===== src/rtl/cpu_8bit_pkg.sv =====
// Shared types for the register-file controller: command opcodes and the
// controller FSM state encoding.
package cpu_8bit_pkg;

    // Command opcodes carried on i_op
    typedef enum logic [1:0] {
        OP_WRITE = 2'd0,
        OP_READ  = 2'd1,
        OP_SWAP  = 2'd2,
        OP_CLEAR = 2'd3
    } op_e;

    // Controller FSM states
    typedef enum logic [1:0] {
        IDLE  = 2'd0,
        EXEC  = 2'd1,
        SWAP2 = 2'd2,
        RESP  = 2'd3
    } state_e;

endpackage


===== src/rtl/cpu_regfile_mem.sv =====
// Register storage: NUM_REGS x DATA_W flops with one write port, a
// synchronous clear, and three combinational read ports. Addresses at or
// beyond NUM_REGS read as zero and never write.
module cpu_regfile_mem #(
    parameter  int DATA_W   = 8,
    parameter  int NUM_REGS = 4,
    localparam int ADDR_W   = $clog2(NUM_REGS)
) (
    input  logic              i_clk,
    input  logic              i_rst,
    input  logic              i_clr,
    input  logic              i_we,
    input  logic [ADDR_W-1:0] i_waddr,
    input  logic [DATA_W-1:0] i_wdata,
    input  logic [ADDR_W-1:0] i_raddr_a,
    input  logic [ADDR_W-1:0] i_raddr_b,
    input  logic [ADDR_W-1:0] i_raddr_c,
    output logic [DATA_W-1:0] o_rdata_a,
    output logic [DATA_W-1:0] o_rdata_b,
    output logic [DATA_W-1:0] o_rdata_c
);

    localparam logic [ADDR_W:0] NUM_REGS_W = NUM_REGS[ADDR_W:0];

    logic [DATA_W-1:0] w_regs  [NUM_REGS];
    logic [ADDR_W-1:0] w_raddr [3];
    logic [DATA_W-1:0] w_rdata [3];

    assign w_raddr[0] = i_raddr_a;
    assign w_raddr[1] = i_raddr_b;
    assign w_raddr[2] = i_raddr_c;

    assign o_rdata_a = w_rdata[0];
    assign o_rdata_b = w_rdata[1];
    assign o_rdata_c = w_rdata[2];

    genvar gi;

    // One storage register per address; clear beats write
    generate
        for (gi = 0; gi < NUM_REGS; gi++) begin : g_reg
            logic [DATA_W-1:0] r_val;

            // Per-register update: reset, clear, or addressed write
            always_ff @(posedge i_clk or posedge i_rst) begin
                if (i_rst) begin
                    r_val <= '0;
                end else if (i_clr) begin
                    r_val <= '0;
                end else if (i_we && (i_waddr == ADDR_W'(gi))) begin
                    r_val <= i_wdata;
                end
            end

            assign w_regs[gi] = r_val;
        end
    endgenerate

    // Read ports return zero for addresses outside the register file
    generate
        for (gi = 0; gi < 3; gi++) begin : g_rport
            assign w_rdata[gi] = ({1'b0, w_raddr[gi]} < NUM_REGS_W)
                               ? w_regs[w_raddr[gi]] : '0;
        end
    endgenerate

endmodule


===== src/rtl/cpu_regfile_ctrl.sv =====
// Register-file command controller. Accepts WRITE/READ/SWAP/CLEAR commands
// in IDLE, executes them against cpu_regfile_mem and acknowledges in RESP.
// Optional macro CPU_REGFILE_BYPASS_EN forwards in-flight WRITE data to the
// ALU operand ports during EXEC.
module cpu_regfile_ctrl
    import cpu_8bit_pkg::*;
#(
    parameter  int DATA_W   = 8,
    parameter  int NUM_REGS = 4,
    localparam int ADDR_W   = $clog2(NUM_REGS)
) (
    input  logic              i_clk,
    input  logic              i_rst,
    input  logic              i_req,
    input  logic [1:0]        i_op,
    input  logic [ADDR_W-1:0] i_addr_x,
    input  logic [ADDR_W-1:0] i_addr_y,
    input  logic [DATA_W-1:0] i_wdata,
    input  logic [ADDR_W-1:0] i_sel_a,
    input  logic [ADDR_W-1:0] i_sel_b,
    output logic [DATA_W-1:0] o_opa,
    output logic [DATA_W-1:0] o_opb,
    output logic [DATA_W-1:0] o_rdata,
    output logic              o_bus_oe,
    output logic              o_ack,
    output logic              o_busy
);

    localparam logic [ADDR_W:0] NUM_REGS_W = NUM_REGS[ADDR_W:0];

    state_e            r_state;
    state_e            w_state_next;
    op_e               r_op;
    logic [ADDR_W-1:0] r_addr_x;
    logic [ADDR_W-1:0] r_addr_y;
    logic [DATA_W-1:0] r_wdata;
    logic [DATA_W-1:0] r_ydata;
    logic [DATA_W-1:0] r_tmp;
    logic [DATA_W-1:0] r_rdata;

    logic              w_x_ok;
    logic              w_y_ok;
    logic              w_mem_we;
    logic              w_mem_clr;
    logic [ADDR_W-1:0] w_mem_waddr;
    logic [DATA_W-1:0] w_mem_wdata;
    logic [ADDR_W-1:0] w_port_c_addr;
    logic [DATA_W-1:0] w_port_c_data;
    logic [DATA_W-1:0] w_mem_opa;
    logic [DATA_W-1:0] w_mem_opb;

    assign w_x_ok = ({1'b0, r_addr_x} < NUM_REGS_W);
    assign w_y_ok = ({1'b0, r_addr_y} < NUM_REGS_W);

    // The control read port prefetches reg[y] while idle (used by SWAP), and
    // reads reg[x] during EXEC for READ and for the SWAP temporary. Only the
    // controller writes the file, so the prefetched value is still current.
    assign w_port_c_addr = (r_state == IDLE) ? i_addr_y : r_addr_x;

    cpu_regfile_mem #(
        .DATA_W   (DATA_W),
        .NUM_REGS (NUM_REGS)
    ) u_mem (
        .i_clk     (i_clk),
        .i_rst     (i_rst),
        .i_clr     (w_mem_clr),
        .i_we      (w_mem_we),
        .i_waddr   (w_mem_waddr),
        .i_wdata   (w_mem_wdata),
        .i_raddr_a (i_sel_a),
        .i_raddr_b (i_sel_b),
        .i_raddr_c (w_port_c_addr),
        .o_rdata_a (w_mem_opa),
        .o_rdata_b (w_mem_opb),
        .o_rdata_c (w_port_c_data)
    );

    // FSM state register
    always_ff @(posedge i_clk or posedge i_rst) begin
        if (i_rst) begin
            r_state <= IDLE;
        end else begin
            r_state <= w_state_next;
        end
    end

    // FSM next-state logic
    always_comb begin
        w_state_next = r_state;
        case (r_state)
            IDLE:    w_state_next = i_req ? EXEC : IDLE;
            EXEC:    w_state_next = (r_op == OP_SWAP) ? SWAP2 : RESP;
            SWAP2:   w_state_next = RESP;
            RESP:    w_state_next = IDLE;
            default: w_state_next = IDLE;
        endcase
    end

    // FSM outputs: handshake and status flags
    always_comb begin
        o_ack    = 1'b0;
        o_bus_oe = 1'b0;
        o_busy   = (r_state != IDLE);
        if (r_state == RESP) begin
            o_ack    = 1'b1;
            o_bus_oe = (r_op == OP_READ);
        end
    end

    // Register-file write steering; a SWAP with any bad address is a no-op
    always_comb begin
        w_mem_we    = 1'b0;
        w_mem_clr   = 1'b0;
        w_mem_waddr = r_addr_x;
        w_mem_wdata = r_wdata;
        case (r_state)
            EXEC: begin
                case (r_op)
                    OP_WRITE: w_mem_we = w_x_ok;
                    OP_SWAP: begin
                        w_mem_we    = w_x_ok && w_y_ok;
                        w_mem_wdata = r_ydata;
                    end
                    OP_CLEAR: w_mem_clr = 1'b1;
                    default:  w_mem_we  = 1'b0;
                endcase
            end
            SWAP2: begin
                w_mem_we    = w_x_ok && w_y_ok;
                w_mem_waddr = r_addr_y;
                w_mem_wdata = r_tmp;
            end
            default: w_mem_we = 1'b0;
        endcase
    end

    // Command latch, SWAP temporary and registered READ result
    always_ff @(posedge i_clk or posedge i_rst) begin
        if (i_rst) begin
            r_op     <= OP_WRITE;
            r_addr_x <= '0;
            r_addr_y <= '0;
            r_wdata  <= '0;
            r_ydata  <= '0;
            r_tmp    <= '0;
            r_rdata  <= '0;
        end else begin
            if ((r_state == IDLE) && i_req) begin
                r_op     <= op_e'(i_op);
                r_addr_x <= i_addr_x;
                r_addr_y <= i_addr_y;
                r_wdata  <= i_wdata;
                r_ydata  <= w_port_c_data;
            end
            if (r_state == EXEC) begin
                if (r_op == OP_READ) begin
                    r_rdata <= w_port_c_data;
                end
                if (r_op == OP_SWAP) begin
                    r_tmp <= w_port_c_data;
                end
            end
        end
    end

    assign o_rdata = r_rdata;

`ifdef CPU_REGFILE_BYPASS_EN
    logic w_byp;

    // Forward the pending WRITE data to operands that select its address
    always_comb begin
        w_byp = (r_state == EXEC) && (r_op == OP_WRITE) && w_x_ok;
        o_opa = (w_byp && (i_sel_a == r_addr_x)) ? r_wdata : w_mem_opa;
        o_opb = (w_byp && (i_sel_b == r_addr_x)) ? r_wdata : w_mem_opb;
    end
`else
    // Operands show committed register contents only
    always_comb begin
        o_opa = w_mem_opa;
        o_opb = w_mem_opb;
    end
`endif

endmodule


===== config.mk =====
export PLATFORM = sky130hd
export DESIGN_NAME = cpu_regfile_ctrl
export DESIGN_NICKNAME = d
export VERILOG_FILES = /design/src/rtl/cpu_8bit_pkg.sv /design/src/rtl/cpu_regfile_mem.sv /design/src/rtl/cpu_regfile_ctrl.sv
export SDC_FILE = /design/constraint.sdc
export NUM_CORES = 1
export LEC_CHECK = 0
export ABC_AREA = 1
export BUFFER_PORTS_ARGS = -buffer_cell sky130_fd_sc_hd__buf_2
export CAP_MARGIN = 20
export CORE_ASPECT_RATIO = 0.5
export CORE_MARGIN = 2
export CORE_UTILIZATION = 25
export DETAILED_ROUTE_END_ITERATION = 12
export HOLD_SLACK_MARGIN = 0.03
export SYNTH_ARGS = -nofsm -noshare
export SYNTH_HDL_FRONTEND = slang
export SYNTH_HIERARCHICAL = 1
export SYNTH_SLANG_ARGS = --single-unit

===== constraint.sdc =====
create_clock -name i_clk -period 6 [get_ports i_clk]
set_clock_uncertainty 0.2 [all_clocks]
set_input_delay 1.8 -clock i_clk [delete_from_list [all_inputs] [get_ports i_clk]]
set_output_delay 1.8 -clock i_clk [all_outputs]
set_load 0.01 [all_outputs]

==> results.md, run 1 <==
- Share of cells above drive strength 1: 0.182
- Count of final setup violators: 0
- Status: finished clean
- Slowest cell on crit path: buf_2
- Number of port buffers: 47
- DIE AREA: 18,400 µm²
- Power Internal: 0.00139 W
- Worst EP arrival: 2.71 ns
- DR vias/cell: 4.59
- Rel. slew slack: 0.554
- Reg clk slew, reported paths: 0.06 ns
- Detail Placement HPWL: 9010 µm
- Antenna violations before repair: 2
- Switch share: 0.492
- Post-CTS Setup Repair Bufs: 0
- Bufs and invs on worst path: 3
- Async SR Flop Fraction: 1.00
- CP Max Fanout: 17
- Post-synthesis instance area: 4320 µm²
- Leak pwr: 2.79 nW
- Register Area: 1800 µm²
- Global-route wire length before repair: 20,500 µm
- Crit start category: input pin
- Max Clk Rate: 212 MHz
- Initial DRT Pass Iterations: 5
- Multi-input logic area: 2070 µm²
- Syn_area_per_cell: 7.06 µm²
- CTS Buffer Depth: 2
- Gr ovfl total: 0
- Final ANT Viol Nets: 0
- Min-delay worst type: reg2reg
- Io pins: 48
- Register area share after synthesis: 0.417
- Critical path required time: 4.00 ns
- WL final: 12,300 µm
- Core Region: 16,600 µm²
- Clk pwr share: 0.185
- Unrepaired setup endpoints after global routing: no
- Drt drc: 0
- Vias: 4,033
- Clk root buf: clkbuf_16
- Gate power share: 0.529
- CTS Buf Count: 9
- Fin crit share: 0.785
- Chip width: 190 µm
- Clk sinks: 72
- Cts hold-fix bufs: 0
- Sw power: 0.00135 W
- Leading area contributor after synthesis: dfrtp_1
- Slew Limit Fails: 0
- Initial DRC count: 351
- Die Ht: 96.9 µm
- GPL Wtd Cong: 0.798
- Synth Register Bits: 72
- Setup TNS: 0 ns
- Peak supply drop: 0.000174 V
- Post-synthesis cell count: 612
- Initial Util: 0.260
- Nets@finish: 671
- Syn nets: 638
- Most common cell in the netlist: nand2_1
- Pwr/cell area: 549 nW/µm²
- Most instantiated cells after synthesis: 256 x nand2_1, 106 x nand3_1, 72 x dfrtp_1, 59 x inv_1, 19 x buf_2
- Sequential Power Share: 0.286
- Rows: 33
- Yosys warnings: 6
- Min cycle time layout: 4.71 ns
- Critical-path cell list: buf_2, inv_2, nand2_1, nand3_1, nand2_1, buf_2
- Total Routing Usage GR: 0.141
- Synth top area share: 0.417
- Largest net degree at the start of global routing: 41
- CTS tree: yes
- Hold WS: 0.275 ns
- H-tree depth: 3
- Synth unique cells: 27
- Vias in the first global route: 3,779
- Max-cap violations: 0
- WS Path Type: in2out
- Final Hold Viols: 0
- Routed wire per std cell: 14.0 µm
- Synth Flop Type: dfrtp_1
- Synthesis-to-finish area growth: 15.5%
- Post-synth EDFFs: 0
- Clock Latency Late Sink: 0.34 ns
- Crit path largest cell delay: 0.29 ns
- Filler cells: 1,814
- Synth top area cells: dfrtp_1 42%, nand2_1 22%, nand3_1 12%, inv_1 5.1%, o21ai_2 3.2%
- CP delay by family, top: buffers and inverters
- CTS resizes: 0
- Crit end category: output pin
- Worst Tran Pin Value: 0.669 ns
routing by layer:
layer | track usage | up-vias | part of all wire
met5 | 0 | - | 0.0011
met4 | 0.0274 | 2 | 0.0063
met3 | 0.0421 | 10 | 0.080
met2 | 0.194 | 130 | 0.40
met1 | 0.213 | 1907 | 0.51
li1 | - | 1984 | -
through the flow:
step	worst slack [ns]	cell area (µm²)	utilization	total power, W	std cells
2_1_floorplan	1.59	4320	-	0.00183	612
3_3_place_gp	1.31	4700	0.283	0.00219	861
3_5_place_dp	1.29	4700	0.283	0.00223	861
4_1_cts	1.29	4990	0.300	0.00275	877
5_1_grt	1.20	4990	0.300	0.00299	877
6_report	1.29	4990	0.300	0.00274	878
placed cells by master (no fill, tap or decap), drive strengths merged:
| cell | n |
|---|---|
| o21a | 1 |
| nand4 | 8 |
| ha | 5 |
| clkinv | 4 |
| clkbuf | 13 |
| a21oi | 4 |
| nor2 | 16 |
| nand2 | 263 |
| inv | 69 |
| buf | 54 |
| and3 | 1 |
| a22oi | 1 |
| nand3 | 110 |
| o21ai | 28 |
| nor3 | 1 |
| diode | 1 |
| dfrtp | 72 |
worst register-to-register path, cell delays in order (launching register included):
cell     delay (ns)
dfrtp_1        0.39
inv_1          0.10
ha_1           0.49
inv_1          0.14
nor2_2         0.19
o21a_1         0.58
nand3_2        0.35
inv_2          0.24
nand2_1        0.09
nand2_1        0.07
cell type report:
type	instances	share of cell area
clock buffer	13	0.0542
sequential	72	0.361
tap	227	0.0569
antenna	1	0.000502
inverter	70	0.0527
clock inverter	3	0.00301
timing repair buffer	54	0.0577
multi-input combinational	438	0.414
power groups by stage:
| stage | sequential (W) | clock, W | combinational, W |
|---|---|---|---|
| final | 0.000782 | 0.000508 | 0.00145 |
| after global routing | 0.000804 | 0.000547 | 0.00163 |
| after CTS | 0.000781 | 0.000521 | 0.00144 |
| after detailed placement | 0.000788 | 0 | 0.00144 |
| after global placement | 0.000779 | 0 | 0.00141 |
| after floorplan | 0.000758 | 0 | 0.00108 |
final timing paths:
kind                                              from                                  end  slack [ns]  depth (start not counted)
min in group asynchronous                        i_rst  u_mem/g_reg[3].r_val[0]$_DFFE_PP0P_        1.36                          3
worst min register to register  o_rdata[5]$_DFFE_PP0P_               o_rdata[5]$_DFFE_PP0P_        0.28                          2
worst max-delay path                        i_sel_b[0]                             o_opb[0]        1.29                          6
worst min-delay path            o_rdata[5]$_DFFE_PP0P_               o_rdata[5]$_DFFE_PP0P_        0.28                          2
max in group asynchronous                        i_rst               r_wdata[5]$_DFFE_PP0P_        3.85                          3
worst max register to register    r_state[1]$_DFF_PP0_  u_mem/g_reg[2].r_val[2]$_DFFE_PP0P_        3.11                          9
sequential cells by signal, indices dropped and copies added, names as in the netlist:
signal	cells
r_op	2
r_state	2
r_addr_x	2
o_rdata	8
r_wdata	8
u_mem/g.r_val	32
r_tmp	8
r_ydata	8
r_addr_y	2
cells by family (layout without fill, tap and decap cells):
| kind of cell | count (synthesis) | in the layout | share of synthesized area |
|---|---|---|---|
| and+or+nand+nor | 399 | 399 | 0.409 |
| other | 0 | 1 | 0 |
| AOI/OAI and AO/OA | 34 | 34 | 0.0545 |
| buffers and inverters | 102 | 140 | 0.105 |
| DFF | 72 | 72 | 0.417 |
| adders and majority gates | 5 | 5 | 0.0145 |
No activity file was read; power rests on OpenSTA's default activity.
==> run 2, diff against run 1 <==
--- a/config.mk
+++ b/config.mk
@@ -5,7 +5,7 @@
 export SDC_FILE = /design/constraint.sdc
 export NUM_CORES = 1
 export LEC_CHECK = 0
-export ABC_AREA = 1
+export ABC_AREA = 0
 export BUFFER_PORTS_ARGS = -buffer_cell sky130_fd_sc_hd__buf_2
 export CAP_MARGIN = 20
 export CORE_ASPECT_RATIO = 0.5
==> constraint.sdc (replaced) <==
create_clock -name i_clk -period 4.1 [get_ports i_clk]
set_clock_uncertainty 0.2 [all_clocks]
set_input_delay 1.23 -clock i_clk [delete_from_list [all_inputs] [get_ports i_clk]]
set_output_delay 1.23 -clock i_clk [all_outputs]
set_load 0.01 [all_outputs]
==> run 2 against run 1 <==
Global-route usage fell by 2.9 points; via count is 42% lower; flip-flop and latch count stayed put; cell count down 41%; sequential share of layout area up 3.3 points; count of clock-buffer cells in the layout shrank 2; critical endpoint is now o_opb[5].
==> results.md, run 2 <==
- Status: finished clean
- Synth Register Bits: 72
- Synthesis-to-finish area growth: 19.4%
- Clock Latency Late Sink: 0.33 ns
- Crit start category: input pin
- Largest register by flop count: u_mem/g.r_val
- Routed wire per std cell: 16.4 µm
- Vias in the first global route: 2,588
- H-tree depth: 3
- Synth unique cells: 26
- Final Hold Viols: 0
- Largest register FFs: 32
- CP Max Fanout: 8
- Post-synthesis cell count: 274
- DIE AREA: 16,400 µm²
- Async SR Flop Fraction: 1.00
- Total Routing Usage GR: 0.112
- Drt drc: 0
- CTS Buffer Depth: 2
- Post-CTS Setup Repair Bufs: 0
- Most frequent cells in the layout: 72 x dfrtp_1, 47 x buf_2, 42 x mux2_2, 41 x nand2b_1, 32 x mux2i_1
- Die Ht: 91.6 µm
- Total power: 0.00348 W
- Register area share after synthesis: 0.470
- Gr ovfl total: 0
- Most common cell after layout, fill and taps aside: dfrtp_1
- Count of final setup violators: 0
- Post-synth EDFFs: 0
- CTS Buf Count: 9
- Hold WS: 0.296 ns
- Detail Placement HPWL: 6000 µm
- Initial Util: 0.260
- Crit end category: output pin
- Syn nets: 300
- Vias: 2,354
- DR vias/cell: 4.53
- Leading area contributor after synthesis: dfrtp_1
- Most instantiated cells after synthesis: 72 x dfrtp_1, 42 x mux2_2, 41 x nand2b_1, 32 x mux2i_1, 24 x mux4_2
- Post-synthesis instance area: 3830 µm²
- Worst Tran Pin Value: 1.00 ns
- Min cycle time layout: 3.61 ns
- Peak supply drop: 0.000314 V
- Synth Flop Type: dfrtp_1
- Nets@finish: 343
- Clk sinks: 72
- Initial DRT Pass Iterations: 4
- Antenna violations before repair: 0
- Chip width: 179 µm
- Rel. slew slack: 0.330
- Diode count: 0
- Critical path required time: 2.67 ns
- Most common cell in the netlist: dfrtp_1
- Yosys warnings: 6
- Syn_area_per_cell: 14.0 µm²
- Final ANT Viol Nets: 0
- Synth top area cells: dfrtp_1 47%, mux4_2 14%, mux2_2 12%, mux2i_1 8.4%, nand2b_1 6.7%
- Share of cells above drive strength 1: 0.425
- Cts hold-fix bufs: 0
- Slew Limit Fails: 0
- GPL Wtd Cong: 0.720
- Leak pwr: 2.21 nW
- Max Clk Rate: 277 MHz
- Synth top area share: 0.470
- Fin crit share: 0.880
- Pwr/cell area: 760 nW/µm²
- Global-route wire length before repair: 13,900 µm
- Largest net degree at the start of global routing: 41
- Setup TNS: 0 ns
- Min-delay worst type: reg2reg
- Io pins: 48
- Core Region: 14,700 µm²
- Worst EP arrival: 2.18 ns
- Max-cap violations: 0
- Finished Cell Area: 4580 µm²
- Rows: 31
- Clk root buf: clkbuf_16
- WS Path Type: in2out
- Post-DP Area: 4250 µm²
- CTS resizes: 0
- Unrepaired setup endpoints after global routing: no
- Initial DRC count: 113
- Number of port buffers: 47
- Reg clk slew, reported paths: 0.05 ns
- CTS tree: yes
- WL final: 8540 µm
[run 2: cell types whose count changed in the layout (fill, tap and decap cells not counted), sizes merged, moves of 32 or more]
cell    before  now
nand2b       0   41
mux2         0   42
nand2      263    2
mux2i        0   32
inv         69    7
nand3      110    1
[run 2: final cells by class]
type / instances / area (µm²)
Clock buffer: 11 / 243
Multi-Input combinational cell: 178 / 1930
Clock inverter: 5 / 80.1
Timing Repair Buffer: 49 / 250
Tap cell: 198 / 248
Fill cell: 1470 / 10200
Inverter: 7 / 26.3
Sequential cell: 72 / 1800
[run 2: logic make-up (layout without fill, tap and decap cells)]
logic type | after synthesis | in the layout | share of synthesized area
multiplexers | 98 | 98 | 0.348
flip-flops | 72 | 72 | 0.470
AND/OR/NAND/NOR | 63 | 63 | 0.110
buffers and inverters | 24 | 72 | 0.0271
AO/OA/AOI/OAI | 12 | 12 | 0.0287
adder cells (fa/ha/maj) | 5 | 5 | 0.0163
[run 2: worst paths after layout]
| path | cells after the start | slack, ns | end | startpoint |
|---|---|---|---|---|
| worst min-delay path | 1 | 0.30 | r_tmp[1]$_DFFE_PP0P_ | r_tmp[1]$_DFFE_PP0P_ |
| worst max register to register | 6 | 1.32 | u_mem/g_reg[2].r_val[5]$_DFFE_PP0P_ | r_state[1]$_DFF_PP0_ |
| worst max-delay path | 3 | 0.49 | o_opb[5] | i_sel_b[1] |
| min in group asynchronous | 3 | 0.81 | u_mem/g_reg[3].r_val[4]$_DFFE_PP0P_ | i_rst |
| max in group asynchronous | 3 | 2.50 | r_state[0]$_DFF_PP0_ | i_rst |
| worst min register to register | 1 | 0.30 | r_tmp[1]$_DFFE_PP0P_ | r_tmp[1]$_DFFE_PP0P_ |
[run 2: per-layer routing]
metal,track usage,share of wire
met5,0,0
met4,0.0343,0.014
met3,0.0302,0.031
met2,0.200,0.52
met1,0.131,0.44
[run 2: worst max-delay path, cell delays in order]
cell,delay [ns]
buf_2,0.25
mux4_2,0.55
buf_2,0.15
[run 2: per-stage QoR]
stage,std cells,utilization,setup slack (ns)
after floorplan,274,-,0.694
after global placement,504,0.289,0.492
after detailed placement,504,0.289,0.475
after CTS,520,0.311,0.475
after global routing,520,0.311,0.442
final,520,0.311,0.491
[run 2: power breakdown]
group          switching [W]  internal, W  leakage [nW]
registers           0.000188     0.000982         0.941
clock network       0.000290     0.000548         0.152
logic               0.000749     0.000721          1.11
total                0.00123      0.00225          2.21
